--- src/rtl/ctrl_pkg.sv ---
// ctrl_pkg -- shared definitions for control_fsm and the datapath users.
//   state_t      : controller state encoding (S_ERR exists only when
//                  CTRL_ILLEGAL_TRAP_EN is defined)
//   OPC_* / OP_* : instruction class and sub-operation codes
//   NSEL_*       : one-hot register-select encodings
//   VSEL_*       : one-hot writeback-source encodings
//   instr_cls_t / decode_instr() : opcode/op classification helper
package ctrl_pkg;

    typedef enum logic [3:0] {
        S_WAIT   = 4'd0,
        S_DECODE = 4'd1,
        S_GET_A  = 4'd2,
        S_GET_B  = 4'd3,
        S_EXEC   = 4'd4,
        S_CMP    = 4'd5,
        S_WR_IMM = 4'd6,
        S_WR_REG = 4'd7
`ifdef CTRL_ILLEGAL_TRAP_EN
        , S_ERR  = 4'd8
`endif
    } state_t;

    localparam logic [2:0] OPC_MOV    = 3'b110;
    localparam logic [2:0] OPC_ALU    = 3'b101;

    localparam logic [1:0] OP_MOV_IMM = 2'b10;
    localparam logic [1:0] OP_MOV_REG = 2'b00;
    localparam logic [1:0] OP_ADD     = 2'b00;
    localparam logic [1:0] OP_CMP     = 2'b01;
    localparam logic [1:0] OP_AND     = 2'b10;
    localparam logic [1:0] OP_MVN     = 2'b11;

    localparam logic [2:0] NSEL_RM    = 3'b001;
    localparam logic [2:0] NSEL_RD    = 3'b010;
    localparam logic [2:0] NSEL_RN    = 3'b100;

    localparam logic [3:0] VSEL_MDATA  = 4'b0001;
    localparam logic [3:0] VSEL_SXIMM8 = 4'b0010;
    localparam logic [3:0] VSEL_PC     = 4'b0100;
    localparam logic [3:0] VSEL_C      = 4'b1000;

    typedef enum logic [2:0] {
        CLS_MOVI = 3'd0,
        CLS_MOVR = 3'd1,
        CLS_ADD  = 3'd2,
        CLS_CMP  = 3'd3,
        CLS_AND  = 3'd4,
        CLS_MVN  = 3'd5,
        CLS_ILL  = 3'd6
    } instr_cls_t;

    function automatic instr_cls_t decode_instr(input logic [2:0] opc, input logic [1:0] sub);
        instr_cls_t c;
        c = CLS_ILL;
        if (opc == OPC_MOV) begin
            if (sub == OP_MOV_IMM)      c = CLS_MOVI;
            else if (sub == OP_MOV_REG) c = CLS_MOVR;
        end else if (opc == OPC_ALU) begin
            case (sub)
                OP_ADD:  c = CLS_ADD;
                OP_CMP:  c = CLS_CMP;
                OP_AND:  c = CLS_AND;
                default: c = CLS_MVN;
            endcase
        end
        return c;
    endfunction

endpackage

--- src/rtl/control_fsm.sv ---
// control_fsm -- Moore sequencer driving the register-file/ALU datapath.
// Ports:
//   clk, reset        : clock, synchronous active-high reset
//   s                 : start strobe, only looked at in WAIT
//   opcode[2:0], op[1:0] : instruction class / sub-operation
//   w                 : idle flag, high only in WAIT
//   nsel[2:0], vsel[3:0] : one-hot register select / writeback source
//   loada, loadb, loadc, loads, write : datapath strobes
//   asel, bsel        : ALU operand selects
//   err               : illegal-instruction flag
// Build option: CTRL_ILLEGAL_TRAP_EN -- when defined an illegal decode
// parks the FSM in ERR (err=1) until reset; otherwise it returns to WAIT
// silently and err is tied low.
module control_fsm
    import ctrl_pkg::*;
(
    input  logic       clk,
    input  logic       reset,
    input  logic       s,
    input  logic [2:0] opcode,
    input  logic [1:0] op,
    output logic       w,
    output logic [2:0] nsel,
    output logic [3:0] vsel,
    output logic       loada,
    output logic       loadb,
    output logic       loadc,
    output logic       loads,
    output logic       write,
    output logic       asel,
    output logic       bsel,
    output logic       err
);

    state_t     state, nxt;
    logic [2:0] opc_q;
    logic [1:0] op_q;
    instr_cls_t cls_in, cls_q;

    // DECODE branches on the live inputs; every later state uses the copy
    // captured on the edge leaving DECODE, so input changes mid-instruction
    // cannot redirect the sequence.
    assign cls_in = decode_instr(opcode, op);
    assign cls_q  = decode_instr(opc_q, op_q);

    always_ff @(posedge clk) begin
        if (reset) begin
            state <= S_WAIT;
            opc_q <= 3'b000;
            op_q  <= 2'b00;
        end else begin
            state <= nxt;
            if (state == S_DECODE) begin
                opc_q <= opcode;
                op_q  <= op;
            end
        end
    end

    always_comb begin
        nxt = state;
        case (state)
            S_WAIT:   nxt = s ? S_DECODE : S_WAIT;
            S_DECODE: begin
                case (cls_in)
                    CLS_MOVI:                 nxt = S_WR_IMM;
                    CLS_MOVR, CLS_MVN:        nxt = S_GET_B;
                    CLS_ADD, CLS_AND, CLS_CMP: nxt = S_GET_A;
`ifdef CTRL_ILLEGAL_TRAP_EN
                    default:                  nxt = S_ERR;
`else
                    default:                  nxt = S_WAIT;
`endif
                endcase
            end
            S_GET_A:  nxt = S_GET_B;
            S_GET_B:  nxt = (cls_q == CLS_CMP) ? S_CMP : S_EXEC;
            S_EXEC:   nxt = S_WR_REG;
            S_CMP:    nxt = S_WAIT;
            S_WR_IMM: nxt = S_WAIT;
            S_WR_REG: nxt = S_WAIT;
`ifdef CTRL_ILLEGAL_TRAP_EN
            S_ERR:    nxt = S_ERR;
`endif
            default:  nxt = S_WAIT;
        endcase
    end

    // Raw Moore decode; strobes are gated by reset below.
    logic la, lb, lc, ls, wr;

    always_comb begin
        w    = 1'b0;
        nsel = NSEL_RM;
        vsel = VSEL_C;
        la   = 1'b0;
        lb   = 1'b0;
        lc   = 1'b0;
        ls   = 1'b0;
        wr   = 1'b0;
        asel = 1'b0;
        bsel = 1'b0;
        case (state)
            S_WAIT:   w = 1'b1;
            S_GET_A:  begin nsel = NSEL_RN; la = 1'b1; end
            S_GET_B:  begin nsel = NSEL_RM; lb = 1'b1; end
            S_EXEC:   begin lc = 1'b1; asel = (cls_q == CLS_MOVR); end
            S_CMP:    ls = 1'b1;
            S_WR_IMM: begin nsel = NSEL_RN; vsel = VSEL_SXIMM8; wr = 1'b1; end
            S_WR_REG: begin nsel = NSEL_RD; vsel = VSEL_C; wr = 1'b1; end
            default:  ;
        endcase
    end

    // Reset suppresses strobes in the same cycle so an aborted instruction
    // never lands a load or write.
    assign loada = la & ~reset;
    assign loadb = lb & ~reset;
    assign loadc = lc & ~reset;
    assign loads = ls & ~reset;
    assign write = wr & ~reset;

`ifdef CTRL_ILLEGAL_TRAP_EN
    assign err = (state == S_ERR) & ~reset;
`else
    assign err = 1'b0;
`endif

endmodule

--- config.mk ---
export PLATFORM = sky130hd
export DESIGN_NAME = control_fsm
export DESIGN_NICKNAME = d
export VERILOG_FILES = /design/src/rtl/ctrl_pkg.sv /design/src/rtl/control_fsm.sv
export SDC_FILE = /design/constraint.sdc
export NUM_CORES = 1
export LEC_CHECK = 0
export BUFFER_PORTS_ARGS = -buffer_cell sky130_fd_sc_hd__buf_2
export CAP_MARGIN = 20
export CORE_MARGIN = 3
export CORE_UTILIZATION = 40
export DETAILED_ROUTE_END_ITERATION = 8
export GPL_TIMING_DRIVEN = 1
export HOLD_SLACK_MARGIN = 0.03
export PLACE_DENSITY = 0.69
export SLEW_MARGIN = 20
export SYNTH_ARGS = -nofsm -noshare
export SYNTH_HDL_FRONTEND = slang
export SYNTH_SLANG_ARGS = --single-unit
export TNS_END_PERCENT = 5
--- constraint.sdc ---
create_clock -name clk -period 1.92 [get_ports clk]
set_input_delay 0.192 -clock clk [delete_from_list [all_inputs] [get_ports clk]]
set_output_delay 0.192 -clock clk [all_outputs]
set_load 0.05 [all_outputs]
After elaboration in Yosys (flattened, before gate mapping)
Cells that the tools add are included.
- output and inout bits: 16
- input port bits: 8
- register bits after elaboration: 9
- word-level logic and storage cells: 62
- equality and inequality tests: 22
- reductions and logical operators: 8
- muxes and demuxes: 23
- bitwise logic cells: 6
- operators by type and width (cell ; number):
    $pmux W3 S3 ; 3
    $mux W3 ; 8
    $eq A3 B3 Y1 const B ; 6
    $eq A4 B3 Y1 const B ; 4
    $pmux W3 S5 ; 1
    $eq A3 B2 Y1 const B ; 3
    $mux W1 ; 9
    $eq A4 B2 Y1 const B ; 2
    $eq A3 B1 Y1 const B ; 2
    $pmux W3 S2 ; 1
    $reduce_or A2 Y1 ; 3
    $and A1 B1 Y1 ; 5
    $eq A2 B1 Y1 const B ; 2
    $eq A2 B2 Y1 const B ; 2
    $eq A4 B1 Y1 const B ; 1
    $logic_not A2 Y1 ; 2
    $logic_not A4 Y1 ; 1
    $mux W4 ; 1
    $logic_not A3 Y1 ; 1
    $reduce_or A3 Y1 ; 1
    $not A1 Y1 ; 1

Depth between registers and ports, before layout
- depth after elaboration: 8
- depth in mapped cells: 5
- gate-level depth less buffers: 4

Worst setup path after synthesis
OpenSTA, ideal clock, no wires.
- kind: register to output
- start: register state[2]
- end: output loada
- path buffers: 1
- setup slack: -320 ps
- arrival time: 2048 ps
- stages on the path, launching flop included: 3
- required time: 1728 ps
- cells stage by stage: dfxtp_1 buf_2 nor4_1
- cells in the longest elaborated chain, start to end: 3
- RTL lines (item ; line ; RTL):
    from (decl) ; control_fsm.sv:35 ; state_t state, nxt;
    from (signal assigned) ; control_fsm.sv:52 ; state <= nxt;
    $eq A4 B2 Y1 ; control_fsm.sv:103 ; case (state)
    $mux W1 ; control_fsm.sv:103 ;
    $and A1 B1 Y1 ; control_fsm.sv:117 ; assign loada = la & ~reset;
    to (decl) ; control_fsm.sv:25 ; output logic loada,
No other way between the ends.

Worst setup path in the final report
- start: register state[0]
- end: output asel
- cells in the longest elaborated chain, start to end: 2
- RTL lines (item ; line ; RTL):
    $eq A4 B3 Y1 ; control_fsm.sv:103 ;
    $mux W1 ; control_fsm.sv:103 ;
    to (decl) ; control_fsm.sv:30 ; output logic asel,
No other way between the ends.

==> metrics.csv <==
metric,value,unit
Peak VDD IR,418.7,µV
Hold Buf Count CTS,0,
Rows,12,
static leakage power,0.2762,nW
cts bufs inserted,3,
Cells after Synth,66,
full die area,0.001879,mm²
CP max stage delay,0.42,ns
Setup CP Type,register to output port,
Tmin final,1.717,ns
Synth Area per Inst,8.455,µm²
crit path DAT,1.52,ns
Die H,43.35,µm
flop and latch count out of synthesis,8,
Post-CTS Setup Inserts,0,
"most common cell after layout, fill and taps aside",buf_2,
"CP delay by family, top",simple AND/OR/NAND/NOR gates,
Vias/cell,5.175,
clk_lat worst skew,0.26,ns
vias in the first global route,454,
cell area after synthesis,558.0,µm²
Hold Path Class,primary input to register,
Final Wtd Congestion,0.8494,
final setup margin,0.2032,ns
Filler cells,113,
port buffer count,19,
vias post-DR,502,
# DRC,0,
Final Util,54.37,%
Setup crit end kind,output port,
Fmax,0.5825,GHz
pre-CTS setup slack,0.4757,ns
first-pass GRT wire length,1973,µm
most frequent cells in the layout,"buf_2, nor2_1, dfxtp_1",
register area share after synthesis,28.70,%
Initial Utilization,46.46,%
Final nets,93,
Final Cycle Share,89.42,%
layout cells sized above 1,38.55,%
total power,0.4322,mW
WP buf/inv,1,
yosys warns,0,
Total GRT Usage,14.45,%
top fanout value on the critical path,9,
antenna violations before repair,0,
die width,43.35,µm
average routed wire per standard cell,12.00,µm
synth top area cells,"dfxtp_1, mux2i_1, nor2_1",
WL final,1164,µm
Crit-path slowest cell,dfxtp_1,
Area Growth Syn to Fin,17.04,%
Final ANT Viol Nets,0,
antenna cells,0,
"Gates resized, CTS repair",0,
Setup TNS,0,ns
CTS Sinks,8,
Root Driver,clkbuf_4,
largest area contributor in the netlist,dfxtp_1,
Core ar.,0.001201,mm²
drt pass-1 iters,4,
largest net degree at the start of global routing,14,
fin area,653.1,µm²
dpl hpwl,897.8,µm
fin. max-slew vios,0,
H-tree Lvls,1,
RSZ-0062 raised after global routing,no,
I/O pins,24,
Yosys top cell area share,28.70,%
status,"finished, final reports clean",
global route overflow,0,
Setup crit start kind,register,
CTS Buffer Depth,2,
CTS clock-pin slew for the worst setup and hold paths,0.06,ns
Post-Place Cell Area,630.6,µm²
Final setup viols,0,
post-synth cell types,33,
Setup Skew,0.01037,ns
pwr dens,661.7,mW/mm²
Final Hold Fails,0,
drt initial violations,3,
maxcap violations,0,
CP Data Required Time,1.73,ns
CTS tree,done,
crit-path cells,"or2_1, nor3_1, buf_2",
-- sequential cells by signal, summed over array words and instances, names as in the netlist --
signal	cells
state	3
opc_q	3
op_q	2
-- metrics by stage --
step,instances,hold WS (ns)
after floorplan,69,0.2582
after global placement,94,0.4729
after detailed placement,94,0.4884
after CTS,97,0.2154
after global routing,97,0.2439
final,97,0.2210
-- tightest hold or removal path: cells and delay by family --
family | cells | cell delay (ns)
simple gates | 1 | 0.07
buf+inv | 1 | 0.11
mux | 1 | 0.07
-- synth_stat cells --
cell type  number
inv_1           2
a221oi_2        1
inv_2           1
nand3b_1        1
nor2_4          1
o211ai_1        1
o21ai_1         1
nor2b_1         2
nor2b_4         1
a221oi_1        1
nor3_1          3
nand2_2         1
nor2_1         13
nand2b_2        1
nor4_1          1
and4b_1         1
clkbuf_1        1
o2111ai_1       1
o41ai_2         1
nor3b_1         1
a21oi_1         1
nand4bb_1       1
mux2i_1         5
conb_1          1
nand2b_4        1
a31oi_1         1
buf_4           5
buf_6           1
nor3b_2         1
nand2_1         3
or2_1           1
dfxtp_1         8
buf_2           1
-- power breakdown --
group / internal, mW / leakage [nW] / switching, mW
Clock: 0.0715 / 0.0138 / 0.0571
Sequential: 0.177 / 0.0652 / 0.0152
Combinational: 0.0371 / 0.197 / 0.0747
Total: 0.285 / 0.276 / 0.147
-- metal layers --
metal | track usage (%) | wire length [µm] | vias to the layer above
met5 | 0 | 0 | -
met4 | 10.84 | 34 | 0
met3 | 5.809 | 79 | 5
met2 | 22.12 | 554 | 16
met1 | 15.92 | 497 | 227
li1 | - | - | 254
-- cells by family (layout without fill, tap and decap cells) --
kind of cell           count (synthesis)  in the layout  synth area share [%]
AND/OR/NAND/NOR                       33             33                 36.32
buffers and inverters                 11             25                 12.33
AO/OA/AOI/OAI                          8              8                 13.00
flip-flops                             8              8                 28.70
multiplexers                           5              5                 8.969
other                                  1              4                0.6720
-- cell type report --
cell class | instances | area, µm² | share of cell area [%]
Tap cell | 14 | 17.52 | 2.682
Sequential cell | 8 | 160.2 | 24.52
Clock buffer | 3 | 22.52 | 3.448
Multi-Input combinational cell | 50 | 346.6 | 53.07
Timing Repair Buffer | 19 | 95.09 | 14.56
Inverter | 3 | 11.26 | 1.724
-- worst paths after layout --
| path | startpoint | endpoint | slack [ns] | cells past startpoint |
|---|---|---|---|---|
| min | op[1] | op_q[1] | 0.22 | 3 |
| min reg2reg | op_q[1] | op_q[1] | 0.52 | 2 |
| max | state[0] | asel | 0.20 | 3 |
| max reg2reg | state[2] | state[0] | 0.54 | 4 |
Note: power is estimated with default switching activity, not from simulation.
